**config.mk**
```make
export PLATFORM = sky130hd
export DESIGN_NAME = button_conditioner
export DESIGN_NICKNAME = d
export VERILOG_FILES = /design/src/rtl/button_conditioner.sv
export SDC_FILE = /design/constraint.sdc
export NUM_CORES = 1
export LEC_CHECK = 0
export ABC_CLOCK_PERIOD_IN_PS = 4150
export CAP_MARGIN = 25
export CORE_MARGIN = 8
export CORE_UTILIZATION = 46
export DETAILED_ROUTE_END_ITERATION = 10
export DONT_BUFFER_PORTS = 1
export GPL_ROUTABILITY_DRIVEN = 0
export GPL_TIMING_DRIVEN = 0
export PLACE_DENSITY = 0.67
export SLEW_MARGIN = 40
export SYNTH_ARGS = -nofsm -noshare
export SYNTH_HDL_FRONTEND = slang
export SYNTH_SLANG_ARGS = --single-unit
```
**constraint.sdc**
```tcl
create_clock -name i_clk -period 4.15 [get_ports i_clk]
set_input_delay 0.6225 -clock i_clk [delete_from_list [all_inputs] [get_ports i_clk]]
set_output_delay 0.6225 -clock i_clk [all_outputs]
set_load 0.01 [all_outputs]
```
**src/rtl/button_conditioner.sv**
```systemverilog
// rtl/button_conditioner.sv - pushbutton synchronizer, debouncer and auto-repeat pulse generator
// Three channels {clr, decr, incr}; incr/decr auto-repeat, simultaneous incr+decr becomes a clear.
module button_conditioner #(
  parameter int DEB_CYCLES = 1000000,
  parameter int RPT_DELAY  = 50000000,
  parameter int RPT_PERIOD = 10000000
) (
  input  logic       i_clk,
  input  logic       i_rst_n,
  input  logic       i_btn_incr,
  input  logic       i_btn_decr,
  input  logic       i_btn_clr,
  output logic       o_incr,
  output logic       o_decr,
  output logic       o_clr,
  output logic [2:0] o_held
);

  localparam int DW      = (DEB_CYCLES > 1) ? $clog2(DEB_CYCLES) : 1;
  localparam int RPT_MAX = (RPT_DELAY > RPT_PERIOD) ? RPT_DELAY : RPT_PERIOD;
  localparam int TW      = (RPT_MAX > 1) ? $clog2(RPT_MAX) : 1;

  localparam logic [DW-1:0] DEB_LAST    = DW'(DEB_CYCLES - 1);
  localparam logic [TW-1:0] DELAY_LAST  = TW'(RPT_DELAY - 1);
  localparam logic [TW-1:0] PERIOD_LAST = TW'(RPT_PERIOD - 1);

  typedef enum logic [1:0] {
    ST_IDLE   = 2'd0,
    ST_DELAY  = 2'd1,
    ST_REPEAT = 2'd2
  } rpt_state_t;

  logic [2:0]          btn_raw;
  logic [2:0]          sync_q1;
  logic [2:0]          sync_q2;
  logic [2:0]          held_q;
  logic [2:0]          held_d;
  logic [2:0][DW-1:0]  deb_cnt_q;
  logic [2:0][DW-1:0]  deb_cnt_d;
  logic [2:0]          rise;
  logic                cont_q;
  logic                cont_d;

  rpt_state_t [1:0]    state_q;
  rpt_state_t [1:0]    state_d;
  logic [1:0][TW-1:0]  tmr_q;
  logic [1:0][TW-1:0]  tmr_d;
  logic [1:0]          pulse_d;
  logic                clr_d;

  assign btn_raw = {i_btn_clr, i_btn_decr, i_btn_incr};

  always_ff @(posedge i_clk or negedge i_rst_n) begin
    if (!i_rst_n) begin
      sync_q1   <= '0;
      sync_q2   <= '0;
      held_q    <= '0;
      deb_cnt_q <= '0;
    end else begin
      sync_q1   <= btn_raw;
      sync_q2   <= sync_q1;
      held_q    <= held_d;
      deb_cnt_q <= deb_cnt_d;
    end
  end

  // Counter only runs while the synchronized level disagrees with the debounced one.
  always_comb begin
    held_d    = held_q;
    deb_cnt_d = deb_cnt_q;
    for (int i = 0; i < 3; i++) begin
      if (sync_q2[i] == held_q[i]) begin
        deb_cnt_d[i] = '0;
      end else if (deb_cnt_q[i] == DEB_LAST) begin
        held_d[i]    = ~held_q[i];
        deb_cnt_d[i] = '0;
      end else begin
        deb_cnt_d[i] = deb_cnt_q[i] + DW'(1);
      end
    end
  end

  // Decisions use the next debounced level so pulses line up with o_held changing.
  assign rise   = held_d & ~held_q;
  assign cont_q = held_q[0] & held_q[1];
  assign cont_d = held_d[0] & held_d[1];

  always_ff @(posedge i_clk or negedge i_rst_n) begin
    if (!i_rst_n) begin
      for (int i = 0; i < 2; i++) begin
        state_q[i] <= ST_IDLE;
      end
      tmr_q <= '0;
    end else begin
      state_q <= state_d;
      tmr_q   <= tmr_d;
    end
  end

  always_comb begin
    state_d = state_q;
    tmr_d   = tmr_q;
    for (int i = 0; i < 2; i++) begin
      if (cont_d) begin
        state_d[i] = ST_IDLE;
        tmr_d[i]   = '0;
      end else begin
        case (state_q[i])
          ST_IDLE: begin
            if (rise[i]) begin
              state_d[i] = ST_DELAY;
              tmr_d[i]   = '0;
            end
          end
          ST_DELAY: begin
            if (!held_d[i]) begin
              state_d[i] = ST_IDLE;
              tmr_d[i]   = '0;
            end else if (tmr_q[i] == DELAY_LAST) begin
              state_d[i] = ST_REPEAT;
              tmr_d[i]   = '0;
            end else begin
              tmr_d[i] = tmr_q[i] + TW'(1);
            end
          end
          ST_REPEAT: begin
            if (!held_d[i]) begin
              state_d[i] = ST_IDLE;
              tmr_d[i]   = '0;
            end else if (tmr_q[i] == PERIOD_LAST) begin
              tmr_d[i] = '0;
            end else begin
              tmr_d[i] = tmr_q[i] + TW'(1);
            end
          end
          default: begin
            state_d[i] = ST_IDLE;
            tmr_d[i]   = '0;
          end
        endcase
      end
    end
  end

  always_comb begin
    pulse_d = '0;
    for (int i = 0; i < 2; i++) begin
      if (!cont_d) begin
        case (state_q[i])
          ST_IDLE:   pulse_d[i] = rise[i];
          ST_DELAY:  pulse_d[i] = held_d[i] && (tmr_q[i] == DELAY_LAST);
          ST_REPEAT: pulse_d[i] = held_d[i] && (tmr_q[i] == PERIOD_LAST);
          default:   pulse_d[i] = 1'b0;
        endcase
      end
    end
    clr_d = rise[2] | (cont_d & ~cont_q);
  end

  always_ff @(posedge i_clk or negedge i_rst_n) begin
    if (!i_rst_n) begin
      o_incr <= 1'b0;
      o_decr <= 1'b0;
      o_clr  <= 1'b0;
    end else begin
      o_incr <= pulse_d[0];
      o_decr <= pulse_d[1];
      o_clr  <= clr_d;
    end
  end

  assign o_held = held_q;

endmodule

```
==> results.md, run 1 <==
- Largest area contributor in the netlist: dfrtp_1
- Largest net degree at the start of global routing: 129
- Ys Warns: 0
- Setup TNS: 0 ns
- H-tree Lvls: 4
- Crit path kind: register to register
- Hold crit path type: input pin to async pin
- GRT Util Overall: 16.3%
- Clock Tree Root: clkbuf_16
- CP required: 4.46 ns
- Final setup viols: 0
- Buffers & Inverters on Critical Path: 1
- Seq/Total Area, Yosys: 47.7%
- Final #Nets: 761
- Routed wire length: 14,200 µm
- Top-count cell post-synth: dfrtp_1
- Die width: 137 µm
- CP endpoint kind: register
- Via density: 5.73
- Slew @ Worst Pin: 0.783 ns
- Core area: 14,400 µm²
- Critical Path AT: 3.93 ns
- Pre-Repair DR Iteration Count: 5
- Clock Latency Late Sink: 0.43 ns
- Top-area cell type share of the netlist area: 47.7%
- Crit start category: register
- Site row count: 44
- Yosys reg bits: 128
- Worst stage delay on the critical path: 0.67 ns
- Syn_nets: 741
- Fmax: 0.276 GHz
- Max-slew violations: 0
- Post-route cell area: 7570 µm²
- Cell family with most CP delay: simple AND/OR/NAND/NOR gates
- Fin crit share: 87.3%
- RSZ-0062 raised after global routing: no
- Diodes inserted: 0
- Buffers on Ports: 0
- Clock sinks: 128
- Number of flops mapped to enable cells by yosys: 0
- Dpl cells: 907
- Synth area leaders: dfrtp_1 (48%), nor2_1 (5.3%), xor2_1 (5.2%)
- Unique masters post-synth: 61
- Die Ht: 137 µm
- DR DRC count: 0
- Final worst slack: 0.528 ns
- Die area: 18,700 µm²
- Status: completed
- Final Non-Filler Cells: 940
- Critical Path Fanout Max: 10
- CP max stage cell: a22oi_1
- Buffers inserted by post-CTS timing repair: 0
- Initial Util: 46.6%
- I/O pin total: 11
- Fin. Hold Viols: 0
- CTS tree: built
- DR WL/cell: 15.1 µm
- DP Wirelength: 9570 µm
- Pre-CTS WS: 0.632 ns
- CTS Buf Count: 17
- Synth-to-Final Area Change: 12.7%
- Vias: 5,390
- Final ANT Viol Nets: 0
- Max Root-Sink Buffers: 2
- Leakage: 3.23 nW
- First-pass GRT wire length: 24,700 µm
- Clock Pin Slew Worst Setup and Hold Paths: 0.06 ns
- Gate Count Post-Synth: 723
- Layout cell share with drive strength beyond 1: 6.88%
- Worst path cell trace: or4_1 -> nor4_4 -> nand3_1 -> a22oi_1 -> or3b_1 -> clkbuf_1 -> o21ai_0 -> a22o_1
- Max VDD drop: 0.283 mV
- Fin crit period: 3.62 ns
- Pwr dens: 370 nW/µm²
- Post-cts sizing count: 0
- WHS: 0.105 ns
- Placed cell area: 6950 µm²
- Max-cap violations: 0
- Commonest cells in the netlist: dfrtp_1 (128), nor2_1 (94), nand2_1 (64)
- Mean Syn Cell Area: 9.29 µm²
- GR Overflow Total: 0
- Synth Cell Area: 6720 µm²
- Ys async rst share: 100%
- Top_reg_cell synth: dfrtp_1
- Vias in the first global route: 5,230
- Initial antenna violation count: 0
- Worst slew margin: 47.8%
- DR iter-0 viols: 397
- Clock skew: 0.00895 ns
-- layout by cell type, fill, tap and decap left out, types with 6 or more instances in the layout --
master	synthesis	layout
ha_1	13	13
nor3_1	24	24
nand2_1	64	64
xnor2_1	19	19
xor2_1	40	40
and3_1	26	26
and4_1	6	6
or4_1	7	7
a22o_1	16	16
a21o_1	8	8
nor4_1	9	9
clkbuf_1	18	18
nand4_1	20	20
o21ai_0	40	40
dfrtp_1	128	128
nand4b_1	6	6
inv_1	24	24
or3_1	16	16
clkbuf_16	0	17
nor2_1	94	94
a21oi_1	26	26
o31ai_1	7	7
nand3_1	52	52
-- report_power, final --
| part | internal [mW] | switching [mW] | leakage, nW |
|---|---|---|---|
| Sequential | 1.26 | 0.00906 | 1.77 |
| Clock | 0.907 | 0.575 | 0.283 |
| Combinational | 0.0122 | 0.0393 | 1.18 |
-- logic make-up (layout without fill, tap and decap cells) --
kind of cell | Yosys count | count (layout) | synth area share, %
compound gates | 125 | 125 | 12.4
xor+xnor | 59 | 59 | 7.69
fa+ha+maj | 13 | 13 | 2.42
buf+inv | 46 | 79 | 2.72
flops | 128 | 128 | 47.7
mux | 1 | 1 | 0.149
simple gates | 351 | 351 | 27.0
-- cell type report --
type / instances / area [µm²]
buffer: 22 / 92.6
clock buffer: 18 / 439
clock inverter: 14 / 158
fill: 1291 / 6850
inverter: 24 / 90.1
multi-input combinational: 549 / 3330
sequential: 128 / 3200
tap: 184 / 230
timing repair buffer: 1 / 27.5
-- flip-flops by register name, indices dropped and copies added, names as in the netlist --
signal	count
o_held	3
state_q	4
tmr_q	52
deb_cnt_q	60
sync_q2	3
o_decr	1
o_incr	1
o_clr	1
sync_q1	3
-- through the flow --
step	util (%)	power, mW
global route	52.5	2.90
floorplan	-	1.31
finish	52.5	2.80
detailed placement	48.2	1.32
global placement	48.2	1.32
CTS	52.5	2.84
-- timing repair --
item | CTS | global route
endpoints found under the hold margin | 128 | 0
setup endpoints to repair | 0 | 0
hold buffers | 1 | 0
-- worst register-to-register path: stages, from the launching register on --
cell and delay [ns]:
dfrtp_1 0.43, or4_1 0.60, nor4_4 0.43, nand3_1 0.17, a22oi_1 0.67, or3b_1 0.32, clkbuf_1 0.44, o21ai_0 0.19
a22o_1 0.26
-- routing by layer --
layer / global-route usage, % / wire, µm / vias to the layer above
li1: - / - / 2636
met5: 0 / 0 / -
met4: 7.72 / 285 / 0
met2: 24.5 / 6720 / 119
met3: 4.48 / 612 / 20
met1: 21.5 / 6540 / 2615
-- path summary, 6_finish.rpt --
| path | from | to | slack, ns | cells after the start |
|---|---|---|---|---|
| max | deb_cnt_q[7] | tmr_q[51] | 0.53 | 8 |
| min | i_rst_n | deb_cnt_q[10] | 0.10 | 1 |
| max reg2reg | deb_cnt_q[7] | tmr_q[51] | 0.53 | 8 |
| min reg2reg | sync_q1[2] | sync_q2[2] | 0.36 | 0 |
| max in group asynchronous | i_rst_n | deb_cnt_q[38] | 3.46 | 1 |
| min in group i_clk | i_btn_decr | sync_q1[1] | 0.22 | 0 |
Note: power is estimated with default switching activity, not from simulation.
==> run 2, diff against run 1 <==
--- a/config.mk
+++ b/config.mk
@@ -5,13 +5,12 @@
 export SDC_FILE = /design/constraint.sdc
 export NUM_CORES = 1
 export LEC_CHECK = 0
-export ABC_CLOCK_PERIOD_IN_PS = 4150
+export ABC_CLOCK_PERIOD_IN_PS = 3400
 export CAP_MARGIN = 25
 export CORE_MARGIN = 8
 export CORE_UTILIZATION = 46
 export DETAILED_ROUTE_END_ITERATION = 10
 export DONT_BUFFER_PORTS = 1
-export GPL_ROUTABILITY_DRIVEN = 0
 export GPL_TIMING_DRIVEN = 0
 export PLACE_DENSITY = 0.67
 export SLEW_MARGIN = 40
==> constraint.sdc (replaced) <==
create_clock -name i_clk -period 3.4 [get_ports i_clk]
set_input_delay 0.51 -clock i_clk [delete_from_list [all_inputs] [get_ports i_clk]]
set_output_delay 0.51 -clock i_clk [all_outputs]
set_load 0.01 [all_outputs]
==> results.md, run 2 (synthesis gave the netlist of run 1 again) <==
- Initial Util: 46.6%
- Final setup viols: 0
- Vias: 5,433
- Fin. Hold Viols: 128
- CTS Buf Count: 17
- CP required: 3.70 ns
- Placed cell area: 6950 µm²
- Final Core Density: 52.8%
- Max-slew violations: 0
- Layout cell share with drive strength beyond 1: 8.05%
- Routed wire length: 14,300 µm
- Worst stage delay on the critical path: 0.58 ns
- Diodes inserted: 0
- Fin crit period: 3.20 ns
- Critical Path Fanout Max: 10
- Slew @ Worst Pin: 0.735 ns
- Fmax: 0.313 GHz
- Crit start category: register
- Violations in the final reports: hold timing
- Total area of sequential cells: 3200 µm²
- Largest registers: deb_cnt_q (60), tmr_q (52), state_q (4)
- Site row count: 44
- Pwr Total: 3.39 mW
- Critical Path AT: 3.50 ns
- DR DRC count: 0
- Post-route cell area: 7620 µm²
- DR iter-0 viols: 414
- CTS tree: built
- Initial antenna violation count: 0
- Multi-input combinational cell area: 3380 µm²
- Clock Latency Late Sink: 0.42 ns
- Buffers on Ports: 0
- Commonest non-fill, non-tap cells in the layout: dfrtp_1 (128), nor2_1 (93), nand2_1 (64), nand3_1 (51)
- Die Ht: 137 µm
- Pwr dens: 445 nW/µm²
- First-pass GRT wire length: 24,600 µm
- DP Wirelength: 9570 µm
- Worst slew margin: 50.6%
- Final #Nets: 763
- CP endpoint kind: register
- Pre-Repair DR Iteration Count: 5
- H-tree Lvls: 4
- I/O pin total: 11
- Max VDD drop: 0.345 mV
- Final worst slack: 0.201 ns
- Final Non-Filler Cells: 942
- Dpl cells: 907
- Commonest non-fill, non-tap cell in the layout: dfrtp_1
- Filler cell count: 1,282
- Cell family with most CP delay: simple AND/OR/NAND/NOR gates
- Placer Congestion: 0.872
- Fin crit share: 94.1%
- Final ANT Viol Nets: 0
- Via density: 5.77
- Largest net degree at the start of global routing: 129
- Clock Pin Slew Worst Setup and Hold Paths: 0.06 ns
- Clock skew: 0.00729 ns
- Max-cap violations: 0
- Max FFs per register: 60
- Clock sinks: 128
- Core area: 14,400 µm²
- Clock Tree Root: clkbuf_16
- Crit path kind: register to register
- Pre-CTS WS: -0.118 ns
- DR WL/cell: 15.2 µm
- Status: finished with violations
- RSZ-0062 raised after global routing: yes
- Max Root-Sink Buffers: 2
- Buffers & Inverters on Critical Path: 1
- WHS: -0.218 ns
- Die width: 137 µm
- Vias in the first global route: 5,231
- Die area: 18,700 µm²
- Leakage: 3.24 nW
- Hold crit path type: input pin to async pin
- Synth-to-Final Area Change: 13.4%
- Worst path cell trace: or4_1 -> or4_4 -> o21ai_4 -> a211oi_4 -> nand3_1 -> clkbuf_1 -> o21ai_0 -> a22o_1
- Biggest register: deb_cnt_q
- GR Overflow Total: 0
- GRT Util Overall: 16.3%
- CP max stage cell: or4_4
-- run 2: changes by cell type in the layout (fill, tap and decap cells not counted), sizes merged --
cell	before	now
buf	5	7
-- run 2: through the flow --
stage / hold slack, ns / TNS [ns]
6_report: -0.218 / 0
5_1_grt: -0.243 / -0.0390
4_1_cts: -0.236 / 0
3_5_place_dp: 0.219 / -1.13
3_3_place_gp: 0.219 / -0.458
2_1_floorplan: 0.214 / 0
-- run 2: cell type report --
cell class | count | area share, %
clock inverter | 14 | 2.07
inverter | 24 | 1.18
sequential | 128 | 42.0
multi-input combinational | 549 | 44.3
timing repair buffer | 3 | 0.296
tap | 184 | 3.02
buffer | 22 | 1.26
clock buffer | 18 | 5.77
-- run 2: path summary, 6_finish.rpt --
path | from | to | slack, ns | cells past startpoint
min in group i_clk | i_btn_decr | sync_q1[1] | 0.11 | 0
setup reg to reg | deb_cnt_q[27] | tmr_q[32] | 0.20 | 8
max in group asynchronous | i_rst_n | o_incr | 3.42 | 0
hold / removal | i_rst_n | deb_cnt_q[11] | -0.22 | 0
hold reg to reg | sync_q1[2] | sync_q2[2] | 0.36 | 0
setup / recovery | deb_cnt_q[27] | tmr_q[32] | 0.20 | 8
-- run 2: what timing repair did --
item	in CTS	in global routing
pin swaps	0	2
setup buffers	0	3
endpoints found under the hold margin	128	128
gates resized for setup	2	12
endpoints found under the setup margin	19	33
-- run 2: where the power goes --
group	switching [mW]	internal [mW]
sequential	0.0113	1.54
combinational	0.0201	0.0116
clock	0.702	1.11
total	0.733	2.65
-- run 2: worst reg2reg max path, stage by stage (launching register included) --
cell and delay, ns:
dfrtp_1 0.44, or4_1 0.54, or4_4 0.58, o21ai_4 0.28
a211oi_4 0.14, nand3_1 0.23, clkbuf_1 0.42, o21ai_0 0.20
a22o_1 0.26
-- run 2: per-layer routing --
metal,up-vias,global-route usage [%],routed length (µm)
met2,124,24.5,6750
met5,-,0,0
met1,2643,21.4,6640
met3,25,4.48,607
met4,0,7.72,291
li1,2641,-,-
==> run 3, diff against run 2 <==
--- a/config.mk
+++ b/config.mk
@@ -5,6 +5,7 @@
 export SDC_FILE = /design/constraint.sdc
 export NUM_CORES = 1
 export LEC_CHECK = 0
+export ABC_AREA = 1
 export ABC_CLOCK_PERIOD_IN_PS = 3400
 export CAP_MARGIN = 25
 export CORE_MARGIN = 8
==> results.md, run 3 <==
- Top-count cell post-synth: nand2_1
- CTS tree: built
- DR DRC count: 0
- GRT Util Overall: 18.7%
- Top-area cell type share of the netlist area: 39.9%
- Yosys reg bits: 128
- Slew @ Worst Pin: 0.569 ns
- Diodes inserted: 0
- Biggest register: deb_cnt_q
- Clock Pin Slew Worst Setup and Hold Paths: 0.06 ns
- Final Core Density: 51.8%
- Crit path kind: register to register
- Max-slew violations: 0
- Clock skew: 0.00942 ns
- Clock Latency Late Sink: 0.42 ns
- CP endpoint kind: register
- Placer Congestion: 0.907
- Share of power burned in combinational logic: 1.2%
- Mean Syn Cell Area: 6.82 µm²
- Max Root-Sink Buffers: 2
- Die area: 21,900 µm²
- WHS: -0.219 ns
- Commonest non-fill, non-tap cells in the layout: nand2_1 (295), nor2_1 (220), inv_1 (153), dfrtp_1 (128), nand3_1 (98)
- Hold crit path type: input pin to async pin
- Violations in the final reports: hold timing
- H-tree Lvls: 4
- Seq pwr share: 45.3%
- Critical Path AT: 2.70 ns
- Unique masters post-synth: 41
- Max VDD drop: 0.356 mV
- Gate Count Post-Synth: 1,176
- GR Overflow Total: 0
- Clock network power share: 53.5%
- Initial antenna violation count: 0
- Post-route cell area: 8900 µm²
- Dpl cells: 1,401
- Worst slew margin: 62.1%
- Post-cts sizing count: 0
- Initial Util: 46.7%
- Largest net degree at the start of global routing: 129
- Final setup viols: 0
- Via density: 5.19
- Pre-Repair DR Iteration Count: 5
- DR WL/cell: 13.7 µm
- R2R Setup Slk: 1.01 ns
- Filler cell count: 1,705
- Ys Warns: 0
- CP required: 3.71 ns
- Status: finished with violations
- Setup TNS: 0 ns
- FF-to-FF End: tmr_q[5]
- DR iter-0 viols: 585
- Syn_nets: 1,194
- Largest area contributor in the netlist: dfrtp_1
- Largest registers: deb_cnt_q (60), tmr_q (52), state_q (4)
- Fmax: 0.419 GHz
- R2R Path Start: tmr_q[0]
- I/O pin total: 11
- Vias: 7,439
- Number of flops mapped to enable cells by yosys: 0
- Fin crit period: 2.39 ns
- Final ANT Viol Nets: 0
- Ys async rst share: 100%
- Power Internal: 2.67 mW
- Top_reg_cell synth: dfrtp_1
- Fin crit share: 70.2%
- Switching part of the total power: 21.9%
- Site row count: 48
- Layout cell share with drive strength beyond 1: 6.04%
- Synth area leaders: dfrtp_1 (40%), nand2_1 (14%), nor2_1 (10%)
- RSZ-0062 raised after global routing: no
- Core area: 17,200 µm²
- CTS Buf Count: 17
- Fin. Hold Viols: 128
- Clock sinks: 128
- Placed cell area: 8310 µm²
- Final Non-Filler Cells: 1,433
- Buffers inserted by post-CTS timing repair: 0
- Max FFs per register: 60
- Synth Cell Area: 8020 µm²
- Clock Tree Root: clkbuf_16
- Max-cap violations: 0
- Synth-to-Final Area Change: 10.9%
- Commonest cells in the netlist: nand2_1 (295), nor2_1 (220), inv_1 (153)
- P_sw: 748 µW
- Seq/Total Area, Yosys: 39.9%
- Final #Nets: 1,213
- Buffers on Ports: 0
- Leakage: 4.31 nW
- Pwr dens: 384 nW/µm²
- DP Wirelength: 13,700 µm
- Crit start category: register
- Worst R2R Path Depth: 13
- First-pass GRT wire length: 33,500 µm
- Die width: 148 µm
- Die Ht: 148 µm
- Critical Path Fanout Max: 10
- Vias in the first global route: 7,064
- Commonest non-fill, non-tap cell in the layout: nand2_1
- Routed wire length: 19,600 µm
- Pwr Total: 3.41 mW
-- run 3: cell types whose count changed after synthesis, sizes merged, moves of 23 or more --
cell | before | now
a21oi | 26 | 50
and3 | 26 | 3
nand2 | 64 | 301
nand4 | 20 | 49
inv | 24 | 155
nand3 | 52 | 102
nor2 | 95 | 224
-- run 3: area by class of cell --
type	instances	area (µm²)	area share [%]
Tap cell	225	282	3.16
Clock buffer	19	453	5.09
Clock inverter	13	138	1.55
Buffer	27	150	1.69
Inverter	155	582	6.54
Sequential cell	128	3200	36.0
Multi-Input combinational cell	866	4090	46.0
-- run 3: critical path: stages (launching register included) --
cell and delay (ns):
dfrtp_1 0.42, ha_1 0.35, nand2_1 0.09, nor2_1 0.25, nand3_1 0.20, nor2_1 0.15
nand2_1 0.11, nand2_1 0.10, nand2_1 0.09, nand4_2 0.10, nand2_2 0.12, buf_6 0.17
nand2_1 0.07, nor2_1 0.04
-- run 3: worst max path at each step --
stage	start	end	slack [ns]	depth (start not counted)
2_1_floorplan	tmr_q[0]	tmr_q[2]	1.60	13
3_3_place_gp	tmr_q[0]	o_incr	1.07	11
3_5_place_dp	tmr_q[0]	tmr_q[5]	1.07	13
4_1_cts	tmr_q[0]	tmr_q[5]	1.06	13
5_1_grt	tmr_q[0]	tmr_q[8]	0.79	13
6_report	tmr_q[0]	tmr_q[5]	1.01	13
-- run 3: cells by family (layout without fill, tap and decap cells) --
family / count (synthesis) / in the layout / share of synthesized area [%]
and+or+nand+nor: 731 / 731 / 39.9
buffers and inverters: 182 / 214 / 9.12
AOI/OAI and AO/OA: 97 / 97 / 6.35
xor gates and xnor gates: 25 / 25 / 2.73
DFF: 128 / 128 / 39.9
adders and majority gates: 13 / 13 / 2.03
-- run 3: metal layers --
metal / wire [µm] / up-vias / track usage [%] / part of all wire (%)
met3: 870 / 29 / 3.68 / 4.4
met1: 9350 / 3436 / 24.8 / 48
met2: 9000 / 184 / 29.5 / 46
met4: 361 / 0 / 7.34 / 1.8
li1: - / 3790 / - / -
met5: 0 / - / 0 / 0
-- run 3: power by group through the flow --
stage	Combinational, mW	Sequential (mW)	Clock [mW]
floorplan	0.0316	1.57	0
global placement	0.0391	1.57	0
detailed placement	0.0400	1.57	0
CTS	0.0407	1.55	1.87
global route	0.0474	1.55	1.92
finish	0.0404	1.55	1.83
-- run 3: stage by stage --
stage               hold WS (ns)  setup WS (ns)
floorplan                  0.214           1.60
global placement           0.219           1.07
detailed placement         0.219           1.07
CTS                       -0.243           1.06
global route              -0.237          0.793
finish                    -0.219           1.01
